## config.mk

```make
export PLATFORM = sky130hd
export DESIGN_NAME = sl3p_am_insert
export DESIGN_NICKNAME = d
export VERILOG_FILES = /design/src/rtl/sl3p_am_pkg.sv /design/src/rtl/sl3p_am_delay_line.sv /design/src/rtl/sl3p_am_insert.sv
export SDC_FILE = /design/constraint.sdc
export NUM_CORES = 1
export LEC_CHECK = 0
export BUFFER_PORTS_ARGS = -buffer_cell sky130_fd_sc_hd__buf_4
export CAP_MARGIN = 15
export CORE_ASPECT_RATIO = 0.8
export CORE_MARGIN = 5
export CORE_UTILIZATION = 40
export DETAILED_ROUTE_END_ITERATION = 8
export PLACE_DENSITY_LB_ADDON = 0.05
export SLEW_MARGIN = 20
export SYNTH_ARGS = -nofsm -noshare
export SYNTH_HDL_FRONTEND = slang
export SYNTH_SLANG_ARGS = --single-unit
```

## constraint.sdc

```tcl
create_clock -name clk -period 2.47 [get_ports clk]
set_input_delay 0.247 -clock clk [delete_from_list [all_inputs] [get_ports clk]]
set_output_delay 0.247 -clock clk [all_outputs]
set_load 0.03 [all_outputs]
```

## src/rtl/sl3p_am_pkg.sv

```systemverilog
// sl3p_am_pkg: shared state encoding, default parameters and width helper
// for the SL3P TX alignment-marker scheduler (sl3p_am_insert).
package sl3p_am_pkg;

  typedef enum logic [1:0] {
    ST_IDLE  = 2'd0,
    ST_START = 2'd1,
    ST_DATA  = 2'd2,
    ST_AM    = 2'd3
  } am_state_e;

  localparam int DEF_NUM_LN    = 16;
  localparam int DEF_AM_PERIOD = 16384;
  localparam int DEF_AM_LEN    = 1;
  localparam int DEF_SEQ_W     = 8;

  // AM_LEN is at most 4, so the in-group slot index fits in two bits.
  localparam int AM_LEN_W   = 2;
  // Skew injection delays a lane by 0..3 slots.
  localparam int SKEW_DLY_W = 2;

  // Width of a counter that must hold 0..n-1; never narrower than one bit.
  function automatic int cnt_width(input int n);
    return (n <= 2) ? 1 : $clog2(n);
  endfunction

endpackage

```

## src/rtl/sl3p_am_delay_line.sv

```systemverilog
// sl3p_am_delay_line: slot-qualified delay of one lane's AM flag by 0..3
// transmit slots. History only advances on cycles that offer a slot, so
// the delay is measured in slots rather than clocks. Output is registered
// and reads zero on any cycle without a slot, like the other lanes.
// Only instantiated when SL3P_AM_SKEW_INJECT_EN is defined.
module sl3p_am_delay_line
  import sl3p_am_pkg::*;
(
  input  logic                  clk,
  input  logic                  arst_n,
  input  logic                  clr,
  input  logic                  adv,
  input  logic                  din,
  input  logic [SKEW_DLY_W-1:0] dly,
  output logic                  dout
);

  logic [2:0] hist_q;
  logic       tap;

  // Pick the flag from dly slots ago; zero delay passes the live flag.
  always_comb begin
    tap = din;
    case (dly)
      2'd1:    tap = hist_q[0];
      2'd2:    tap = hist_q[1];
      2'd3:    tap = hist_q[2];
      default: tap = din;
    endcase
  end

  // Shift history on each offered slot; flush everything when the link drops.
  always_ff @(posedge clk or negedge arst_n) begin
    if (!arst_n) begin
      hist_q <= '0;
      dout   <= 1'b0;
    end else if (clr) begin
      hist_q <= '0;
      dout   <= 1'b0;
    end else if (adv) begin
      hist_q <= {hist_q[1:0], din};
      dout   <= tap;
    end else begin
      dout   <= 1'b0;
    end
  end

endmodule

```

## src/rtl/sl3p_am_insert.sv

```systemverilog
// sl3p_am_insert: TX-side alignment-marker scheduler for the SL3P link.
// Decides per transmit slot whether upstream data or an AM group goes out,
// keeps all lanes marking in the same slot, and numbers the marker groups.
// Every output is registered and describes the slot sampled one cycle ago.
// Optional macro SL3P_AM_SKEW_INJECT_EN adds skew_lane/skew_dly inputs that
// delay one lane's marker by 0..3 slots to exercise the RX deskew fallback.
module sl3p_am_insert
  import sl3p_am_pkg::*;
#(
  parameter int NUM_LN    = DEF_NUM_LN,
  parameter int AM_PERIOD = DEF_AM_PERIOD,
  parameter int AM_LEN    = DEF_AM_LEN,
  parameter int SEQ_W     = DEF_SEQ_W
) (
  input  logic                       clk,
  input  logic                       arst_n,
  input  logic                       enable,
  input  logic                       tx_slot,
`ifdef SL3P_AM_SKEW_INJECT_EN
  input  logic [$clog2(NUM_LN)-1:0]  skew_lane,
  input  logic [SKEW_DLY_W-1:0]      skew_dly,
`endif
  output logic                       din_ready,
  output logic [NUM_LN-1:0]          am_insert,
  output logic [SEQ_W-1:0]           am_seq,
  output logic                       am_first
);

  localparam int                  CNT_W    = cnt_width(AM_PERIOD);
  localparam logic [CNT_W-1:0]    CNT_LAST = CNT_W'(AM_PERIOD - 1);
  localparam logic [AM_LEN_W-1:0] AM_LAST  = AM_LEN_W'(AM_LEN - 1);

  am_state_e           state_q, state_d;
  logic [CNT_W-1:0]    cnt_q, cnt_d;
  logic [AM_LEN_W-1:0] am_cnt_q, am_cnt_d;
  logic [SEQ_W-1:0]    seq_q, seq_d;
  logic                din_ready_q, din_ready_d;
  logic                am_first_q, am_first_d;
  logic                am_flag_d;

  // Next-state and next-output logic; enable low overrides everything and
  // returns the block to a cleared IDLE on the next clock.
  always_comb begin
    state_d     = state_q;
    cnt_d       = cnt_q;
    am_cnt_d    = am_cnt_q;
    seq_d       = seq_q;
    din_ready_d = 1'b0;
    am_flag_d   = 1'b0;
    am_first_d  = 1'b0;

    if (!enable) begin
      state_d  = ST_IDLE;
      cnt_d    = '0;
      am_cnt_d = '0;
      seq_d    = '0;
    end else begin
      case (state_q)
        ST_IDLE: begin
          state_d  = ST_START;
          cnt_d    = '0;
          am_cnt_d = '0;
          seq_d    = '0;
        end

        ST_START: begin
          if (tx_slot) begin
            am_flag_d  = 1'b1;
            am_first_d = 1'b1;
            seq_d      = '0;
            cnt_d      = '0;
            if (AM_LEN == 1) begin
              am_cnt_d = '0;
              state_d  = ST_DATA;
            end else begin
              am_cnt_d = AM_LEN_W'(1);
              state_d  = ST_AM;
            end
          end
        end

        ST_DATA: begin
          if (tx_slot) begin
            din_ready_d = 1'b1;
            if (cnt_q == CNT_LAST) begin
              cnt_d    = '0;
              am_cnt_d = '0;
              state_d  = ST_AM;
            end else begin
              cnt_d = cnt_q + CNT_W'(1);
            end
          end
        end

        ST_AM: begin
          if (tx_slot) begin
            am_flag_d = 1'b1;
            if (am_cnt_q == '0) begin
              seq_d = seq_q + SEQ_W'(1);
            end
            if (am_cnt_q == AM_LAST) begin
              am_cnt_d = '0;
              cnt_d    = '0;
              state_d  = ST_DATA;
            end else begin
              am_cnt_d = am_cnt_q + AM_LEN_W'(1);
            end
          end
        end

        default: begin
          state_d = ST_IDLE;
        end
      endcase
    end
  end

  // State, counters and registered outputs.
  always_ff @(posedge clk or negedge arst_n) begin
    if (!arst_n) begin
      state_q     <= ST_IDLE;
      cnt_q       <= '0;
      am_cnt_q    <= '0;
      seq_q       <= '0;
      din_ready_q <= 1'b0;
      am_first_q  <= 1'b0;
    end else begin
      state_q     <= state_d;
      cnt_q       <= cnt_d;
      am_cnt_q    <= am_cnt_d;
      seq_q       <= seq_d;
      din_ready_q <= din_ready_d;
      am_first_q  <= am_first_d;
    end
  end

  assign din_ready = din_ready_q;
  assign am_seq    = seq_q;
  assign am_first  = am_first_q;

`ifdef SL3P_AM_SKEW_INJECT_EN
  localparam int LANE_W = $clog2(NUM_LN);

  logic [LANE_W-1:0]     skew_lane_q;
  logic [SKEW_DLY_W-1:0] skew_dly_q;

  // Skew settings are only taken while idle so a running link never jumps.
  always_ff @(posedge clk or negedge arst_n) begin
    if (!arst_n) begin
      skew_lane_q <= '0;
      skew_dly_q  <= '0;
    end else if (state_q == ST_IDLE) begin
      skew_lane_q <= skew_lane;
      skew_dly_q  <= skew_dly;
    end
  end

  for (genvar i = 0; i < NUM_LN; i++) begin : g_lane
    logic [SKEW_DLY_W-1:0] lane_dly;
    assign lane_dly = (skew_lane_q == LANE_W'(i)) ? skew_dly_q : '0;

    sl3p_am_delay_line u_dly (
      .clk    (clk),
      .arst_n (arst_n),
      .clr    (!enable),
      .adv    (tx_slot),
      .din    (am_flag_d),
      .dly    (lane_dly),
      .dout   (am_insert[i])
    );
  end
`else
  logic am_flag_q;

  // Single marker flag shared by every lane keeps all lanes identical.
  always_ff @(posedge clk or negedge arst_n) begin
    if (!arst_n) begin
      am_flag_q <= 1'b0;
    end else begin
      am_flag_q <= am_flag_d;
    end
  end

  assign am_insert = {NUM_LN{am_flag_q}};
`endif

endmodule

```

---- After elaboration in Yosys (flattened, before gate mapping) ----
Cells that the tools add are included.
word-level totals
  register bits after elaboration ......... 29
  input port bits ......................... 4
  logic and storage cells ................. 60
  output and inout port bits .............. 26
cells by class
  muxes and demuxes ....................... 33
  $add $sub $neg .......................... 3
  reduce and logical (&&, ||, !) cells .... 7
  equality and inequality tests ........... 10
operators with widths
  cell                                                             number
  14-bit two-way mux                                               6
  14-bit one-hot mux with 4 select lines                           1
  8-bit two-way mux                                                4
  2-bit two-way mux                                                12
  8-bit one-hot mux with 3 select lines                            1
  2-bit one-hot mux with 4 select lines                            2
  3-bit != test, second input constant                             5
  14-bit by 1-bit adder with 14-bit output, second input constant  1
  14-bit == test, second input constant                            1
  4-bit AND reduction                                              3
  8-bit by 1-bit adder with 8-bit output, second input constant    1
  1-bit two-way mux                                                7
  5-bit AND reduction                                              1
  2-bit == test, second input constant                             2
  2-bit zero test                                                  2
  4-bit by 1-bit != test with 1-bit output, second input constant  1
  2-bit by 1-bit adder with 2-bit output, second input constant    1
  2-bit by 1-bit == test with 1-bit output, second input constant  1
  2-bit OR reduction                                               1

---- Logic depth before layout (Yosys ltp) ----
Gate-level depths: netlist of run 1.
  depth in word-level cells ............... 5
  mapped depth ............................ 7
  gate-level depth less buffers ........... 7

---- Worst setup path after synthesis of run 1 ----
Ideal clock, no wire load.
  path type ............................... register -> register
  from .................................... register am_cnt_q[0]
  to ...................................... register cnt_q[11]
  period minus slack after synthesis ...... 1.843 ns
  arrival ................................. 1.764 ns
  cell stages (with the launch flop) ...... 8
  data required time ...................... 2.391 ns
  path slack .............................. 0.627 ns
  cell sequence ........................... dfrtp_1 -> inv_1 -> ha_1 -> nand2b_1 -> a21oi_2 -> or4_4 -> or3_1 -> a21oi_1
between the ends
  cells in the longest elaborated chain, start to end .. 3
RTL lines
  what                                  line                   RTL
  start: declaration                    sl3p_am_insert.sv:35   logic [AM_LEN_W-1:0] am_cnt_q, am_cnt_d;
  start signal: assignment              sl3p_am_insert.sv:130  am_cnt_q <= am_cnt_d;
  2-bit zero test                       sl3p_am_insert.sv:101  if (am_cnt_q == AM_LAST) begin
  3-bit != test (no source line)        -
  4-bit AND reduction (no source line)  -
  end signal: assignment                sl3p_am_insert.sv:129  cnt_q <= cnt_d;
  end: declaration                      sl3p_am_insert.sv:34   logic [CNT_W-1:0] cnt_q, cnt_d;
Every way passes these cells.
A chain may end at the register's enable or synchronous reset.

---- Worst setup path in the final report of run 1 ----
Same ends and word-level chain as after synthesis.

==> out/metrics.yaml, run 1 <==
antenna_cells: 0
syn_inst: 178
ys.flop_type: "dfrtp_1"
nets: 204
slew_violations: 0
dr.pass1.iters: 4
syn_area_per_cell_um2: 9.22
ctsHtreeMaxLevel: 2
critPathLaunchType: "flop"
drv_cap: 0
antenna_found_initial: 0
wl_mm: 3.24
synth_nets: 186
multi_input_area_um2: 754
drc_errors: 0
grt-ovfl-total: 0
setup_tns_ps: 0
switching_share_pct: 25.6
crit_arrival_ps: 2160
seqCellArea_um2: 726
dieHeight_um: 67.3
detail_route.wl_per_cell_um: 12.9
path_max_fanout: 8
fin_cells: 252
power_leakage_nw: 0.861
yosysSeqAreaShare_pct: 44.2
fin_crit_ps: 1970
synth-seq-cells: 29
finClkSkew_ps: 5.38
min_path_type: "input port to flop"
synth_edf_count: 0
fin_area_mm2: 0.00190
via_per_inst: 5.08
critPathRequiredTime_ps: 2660
cts_setup_buffers: 0
grtUsageTotal_pct: 12.7
drive_gt1_share_pct: 21.8
fillers: 368
postCtsHoldBufs: 1
ir_drop_uv: 243
yosys.cell_types.count: 43
combPwrFrac_pct: 11.7
finalSetupViolCount: 0
p_per_area_mw_per_mm2: 548
start_util_pct: 42.3
dp.cells: 243
via_count: 1279
tightest_slew_ps: 562
end_kind: "flop"
hold_viol: 0
cts_made_buffers: 5
clock_power_share_pct: 40.3
rsz0062_at_grt: "no"
rows: 20
post-route-util_pct: 49.0
cts_resized: 0
clock_sinks: 29
die_w_um: 81.6
max_freq_mhz: 508
port_buffers: 29
grt_pass1_wl_mm: 5.26
clk_latency_ps: 270
syn_to_final_growth_pct: 15.9
yosys_warnings: 0
min_period_over_period_pct: 79.7
placed_area_mm2: 0.00179
pwr-share-seq_pct: 48.0
async_reset_ff_share_pct: 100
core_mm2: 0.00388
io_pins: 30
worstSetupPathType: "flop to flop"
netlist_area_mm2: 0.00164
die_area_mm2: 0.00549
clk_pin_slew_ps: 60
outcome: "finished clean"
grt_pass1_vias: 1145
p_switching_w: 0.000267
cts-root-buf: "clkbuf_8"
maxSlewHeadroom_pct: 62.5
cts_tree: "built"
ant_nets: 0
internal_power_w: 0.000774
clockBufferDepth: 2
gp_congestion: 0.811
grt_start_max_net_pins: 30
drt_iter0_markers: 71
dp_hpwl_mm: 2.39
==> metrics by stage <==
step | total power (W) | worst slack (ps) | hold slack, ps
detailed placement | 0.000631 | 512 | 198
finish | 0.00104 | 501 | 290
global route | 0.00110 | 359 | 291
floorplan | 0.000600 | 627 | -48.6
global placement | 0.000629 | 552 | 191
CTS | 0.00106 | 492 | 280
==> worst max-delay path: stages, from the launching register on <==
cell      delay (ps)
dfrtp_1          380
inv_1             80
ha_1             180
nand2b_1         130
a21oi_2          110
or4_4            560
or3_1            320
a21oi_1          140
==> Yosys cell counts, types with 2 or more instances <==
cell | n | area [um2]
nor4_1 | 2 | 12.5
inv_1 | 4 | 15.0
nor3_1 | 4 | 20.0
nand2b_1 | 3 | 18.8
o21ai_0 | 19 | 95.1
and3_1 | 2 | 12.5
nand3_1 | 6 | 30.0
dfrtp_1 | 29 | 726
nor2b_1 | 3 | 18.8
a21o_1 | 2 | 15.0
nand2_1 | 16 | 60.1
ha_1 | 4 | 50.1
nand4_1 | 4 | 25.0
a21oi_1 | 3 | 15.0
xnor2_1 | 6 | 52.6
nor2_1 | 20 | 75.1
and2_1 | 2 | 12.5
nand3b_1 | 2 | 15.0
a22o_1 | 2 | 17.5
nor4b_1 | 3 | 26.3
buf_4 | 16 | 120
xor2_1 | 2 | 17.5
and4_1 | 3 | 26.3
buf_2 | 2 | 10.0
==> metal layers <==
metal  global-route usage, %  routed length (um)  vias up  part of all wire [%]
met5                       0                   0        -                     0
li1                        -                   -      647                     -
met1                    17.3                1620      597                    50
met3                    4.53                 269        2                   8.3
met4                    4.36                  19        0                  0.59
met2                    18.5                1340       33                    41
==> cell type report <==
cell class | count | share of cell area, %
timing repair buffer | 31 | 12.4
sequential | 29 | 38.2
clock inverter | 1 | 0.263
multi-input combinational | 125 | 39.7
clock buffer | 7 | 5.07
inverter | 4 | 0.790
tap | 55 | 3.62
==> power by group through the flow <==
| stage | clock network, W | registers, W | logic [W] |
|---|---|---|---|
| 2_1_floorplan | 0 | 0.000502 | 0.0000981 |
| 3_3_place_gp | 0 | 0.000507 | 0.000122 |
| 3_5_place_dp | 0 | 0.000508 | 0.000123 |
| 4_1_cts | 0.000438 | 0.000500 | 0.000125 |
| 5_1_grt | 0.000463 | 0.000502 | 0.000134 |
| 6_report | 0.000419 | 0.000500 | 0.000122 |
==> state kept, by name, indices dropped and copies added, names as in the netlist <==
| signal | cells |
|---|---|
| state_q | 2 |
| am_seq | 8 |
| am_cnt_q | 2 |
| din_ready | 1 |
| am_flag_q | 1 |
| am_first | 1 |
| cnt_q | 14 |
==> logic make-up after synthesis <==
kind of cell	Yosys count	share of synthesized area, %
AO/OA/AOI/OAI	37	14.0
AND/OR/NAND/NOR	74	23.4
XOR/XNOR	8	4.27
multiplexers	2	1.30
flip-flops	29	44.2
adder cells (fa/ha/maj)	4	3.05
buffers and inverters	24	9.76
==> layout by cell type, fill, tap and decap left out, drive strengths merged, types with 3 or more instances in the layout <==
cell type and n:
clkbuf 7, nand2 17, buf 30, nor3 4
xnor2 6, o21ai 20, nand3 6, nor2 20
a21oi 4, nand2b 3, nand4 4, and4 3
nor4b 3, ha 4, dfrtp 29, nor2b 3
inv 4
==> final timing paths <==
path	startpoint	cells after the start	slack, ps	end
max in group asynchronous	arst_n	2	1760	am_flag_q
setup reg to reg	am_cnt_q[0]	7	500	cnt_q[11]
hold reg to reg	am_cnt_q[0]	1	520	am_cnt_q[0]
setup / recovery	am_cnt_q[0]	7	500	cnt_q[11]
hold / removal	enable	2	290	state_q[1]
min in group asynchronous	arst_n	2	440	cnt_q[0]
Note: power is estimated with default switching activity, not from simulation.
==> inputs of run 2 (changes only) <==
--- a/config.mk
+++ b/config.mk
@@ -5,6 +5,7 @@
 export SDC_FILE = /design/constraint.sdc
 export NUM_CORES = 1
 export LEC_CHECK = 0
+export ABC_AREA = 1
 export BUFFER_PORTS_ARGS = -buffer_cell sky130_fd_sc_hd__buf_4
 export CAP_MARGIN = 15
 export CORE_ASPECT_RATIO = 0.8
==> constraint.sdc (replaced) <==
create_clock -name clk -period 1.7 [get_ports clk]
set_input_delay 0.17 -clock clk [delete_from_list [all_inputs] [get_ports clk]]
set_output_delay 0.17 -clock clk [all_outputs]
set_load 0.03 [all_outputs]
==> run 2 against run 1 <==
Net effect: non-clock buffer count is 2 higher; utilization is 2.2 points lower; worst setup slack worse by 340 ps; total power up 49%; critical path depth is 1 higher; clock skew rose by 1.1 ps; synthesized cell count up 37%; clock-buffer cell count is the same; design area up 11%; sequential power is 45% higher; largest power group unchanged.
==> out/metrics.yaml, run 2 <==
yosys_warnings: 0  # unchanged
finalSetupViolCount: 0  # unchanged
critPathLaunchType: "flop"  # unchanged
syn_to_final_growth_pct: 14.9  # was 15.9%
crit_arrival_ps: 1700  # was 2160 ps
syn_area_per_cell_um2: 7.54  # was 9.22 um2
via_count: 1531  # was 1,279
dieHeight_um: 70.7  # was 67.3 um
rsz0062_at_grt: "no"  # unchanged
dr.pass1.iters: 4  # unchanged
outcome: "finished clean"  # unchanged
synth_edf_count: 0  # unchanged
synth_top_area_share_pct: 39.4  # was 44.2%
fin_cells: 327  # was 252
path_max_fanout: 7  # was 8
synth_top_cell_by_area: "dfrtp_1"  # unchanged
fillers: 478  # was 368
setup_slack_ps: 164  # was 501 ps
async_reset_ff_share_pct: 100  # unchanged
timing.hold.ws_ps: 183  # was 290 ps
yosys.cell_types.count: 26  # was 43
dp_hpwl_mm: 2.75  # was 2.39 mm
die_w_um: 85.8  # was 81.6 um
ys.flop_type: "dfrtp_1"  # unchanged
tightest_slew_ps: 414  # was 562 ps
p_per_area_mw_per_mm2: 735  # was 548 mW/mm2
rows: 22  # was 20
via_per_inst: 4.68  # was 5.08
min_path_type: "input port to flop"  # unchanged
detail_route.wl_per_cell_um: 12.3  # was 12.9 um
setup_tns_ps: 0  # unchanged
rr_worst_depth: 8  # was 7
min_period_over_period_pct: 90.3  # was 79.7%
reg2reg_slack_ps: 160  # was 500 ps
drt_iter0_markers: 67  # was 71
grt_pass1_wl_mm: 6.49  # was 5.26 mm
worstSetupPathType: "flop to flop"  # unchanged
port_buffers: 29  # unchanged
hold_depth: 3  # was 2
r2r_start: "cnt_q[1]"  # was am_cnt_q[0]
finClkSkew_ps: 6.52  # was 5.38 ps
clockBufferDepth: 2  # unchanged
io_pins: 30  # unchanged
start_util_pct: 40.8  # was 42.3%
ctsHtreeMaxLevel: 2  # unchanged
die_area_mm2: 0.00607  # was 0.00549 mm2
cts_made_buffers: 5  # unchanged
synth_area_leaders: "dfrtp_1 39%, nand2_1 13%, buf_4 6.9%"  # was dfrtp_1 44%, buf_4 7.3%, o21ai_0 5.8%
grt-ovfl-total: 0  # unchanged
antenna_found_initial: 0  # unchanged
layout_common_cells: "62 x nand2_1, 33 x nor2_1, 32 x buf_4"  # was 30 x buf_4, 29 x dfrtp_1, 20 x nor2_1
largest_reg_flops: 14  # unchanged
drv_cap: 0  # unchanged
maxSlewHeadroom_pct: 72.4  # was 62.5%
mostFrequentLayoutCell: "nand2_1"  # was buf_4
hold_viol: 0  # unchanged
grtUsageTotal_pct: 13.4  # was 12.7%
drc_errors: 0  # unchanged
yosysMostFrequentCell: "nand2_1"  # was dfrtp_1
slew_violations: 0  # unchanged
synth_nets: 252  # was 186
min_to: "am_flag_q"  # was state_q[1]
syn_inst: 244  # was 178
nets: 275  # was 204
cts_tree: "built"  # unchanged
synth-seq-cells: 29  # unchanged
fin_crit_ps: 1540  # was 1970 ps
dp.cells: 314  # was 243
max_freq_mhz: 651  # was 508 MHz
wl_mm: 4.02  # was 3.24 mm
drive_gt1_share_pct: 21.3  # was 21.8%
grt_pass1_vias: 1433  # was 1,145
yosysSeqAreaShare_pct: 39.4  # was 44.2%
power_leakage_nw: 1.05  # was 0.861 nW
antenna_cells: 0  # unchanged
core_mm2: 0.00451  # was 0.00388 mm2
grt_start_max_net_pins: 30  # unchanged
gp_congestion: 0.793  # was 0.811
preCtsSetupSlack_ps: 64.4  # was 512 ps
seqCellArea_um2: 726  # unchanged
hold_start: "tx_slot"  # was enable
r2r_end: "cnt_q[11]"  # unchanged
multi_input_area_um2: 852  # was 754 um2
ant_nets: 0  # unchanged
clk_latency_ps: 280  # was 270 ps
clock_sinks: 29  # unchanged
cts-root-buf: "clkbuf_8"  # unchanged
netlist_area_mm2: 0.00184  # was 0.00164 mm2
critPathRequiredTime_ps: 1860  # was 2660 ps
top_register: "cnt_q"  # unchanged
ir_drop_uv: 330  # was 243 uV
clk_pin_slew_ps: 60  # about the same
end_kind: "flop"  # unchanged
yosys-top-cells-count: "62 x nand2_1, 33 x nor2_1, 29 x dfrtp_1, 29 x inv_1, 17 x buf_4"  # was 29 x dfrtp_1, 20 x nor2_1, 19 x o21ai_0
==> run 2: cell count changes after synthesis, moves of 3 or more <==
cell / previous run / this run
nand3_2: 0 / 3
a21oi_1: 3 / 6
nand2_4: 0 / 3
o21ai_0: 19 / 8
inv_1: 4 / 29
o21bai_1: 1 / 6
nor2_1: 20 / 33
nand2b_1: 3 / 0
nand2_1: 16 / 62
and4_1: 3 / 0
nor2b_1: 3 / 0
xnor2_1: 6 / 0
nand3_1: 6 / 16
nor4b_1: 3 / 0
==> run 2: power breakdown <==
part	leakage (nW)	internal (W)	switching [W]	total, W
sequential	0.401	0.000704	0.0000214	0.000725
combinational	0.601	0.0000790	0.000171	0.000250
clock	0.0443	0.000321	0.000258	0.000579
==> run 2: layer usage <==
| layer | track usage, % | wire [um] |
|---|---|---|
| met1 | 18.5 | 2040 |
| met2 | 20.3 | 1760 |
| met3 | 3.61 | 183 |
| met4 | 4.75 | 34 |
| met5 | 0 | 0 |
==> run 2: metrics by stage <==
step | total power, W | area (um2) | util (%)
6_report | 0.00155 | 2110 | 46.8
5_1_grt | 0.00164 | 2110 | 46.8
3_5_place_dp | 0.000976 | 1980 | 43.8
4_1_cts | 0.00156 | 2080 | 46.0
2_1_floorplan | 0.000928 | 1840 | -
3_3_place_gp | 0.000977 | 1980 | 43.8
==> run 2: timing repair <==
item	in CTS	in global routing
gates resized for setup	0	0
buffers inserted	0	2
hold buffers	1	0
endpoints found under the setup margin	0	13
hold endpoints to repair	29	0
==> run 2: cell type report <==
cell class / count / share of cell area [%]
multi-input cells: 166 / 40.3
flip-flops and latches: 29 / 34.3
repair buffers: 33 / 11.8
inverters: 32 / 5.92
clock buffers: 7 / 4.08
well taps: 60 / 3.55
==> run 2: worst max-delay path, cell delays in order, from the launching register on <==
cell and delay (ps):
dfrtp_1 390, ha_1 200, nand3_1 120, nor2_1 190, nand2_1 90, nand2_2 130, nand2_4 100, inv_1 130
nor2_1 60
==> run 2: cells by family (layout without fill, tap and decap cells) <==
family | count (synthesis) | after routing | synth area share [%]
AO/OA/AOI/OAI | 24 | 24 | 8.02
adder cells (fa/ha/maj) | 4 | 4 | 2.72
buffers and inverters | 52 | 72 | 15.6
AND/OR/NAND/NOR | 135 | 138 | 34.3
flip-flops | 29 | 29 | 39.4
==> run 2: worst max path at each step <==
stage | cells past startpoint | end | slack [ps] | startpoint
2_1_floorplan | 8 | am_seq[6] | 270 | am_seq[0]
3_3_place_gp | 9 | am_seq[6] | 80 | am_cnt_q[0]
3_5_place_dp | 9 | am_seq[6] | 60 | am_cnt_q[0]
4_1_cts | 9 | am_seq[6] | 50 | am_cnt_q[0]
5_1_grt | 10 | cnt_q[6] | 20 | am_cnt_q[0]
6_report | 8 | cnt_q[11] | 160 | cnt_q[1]
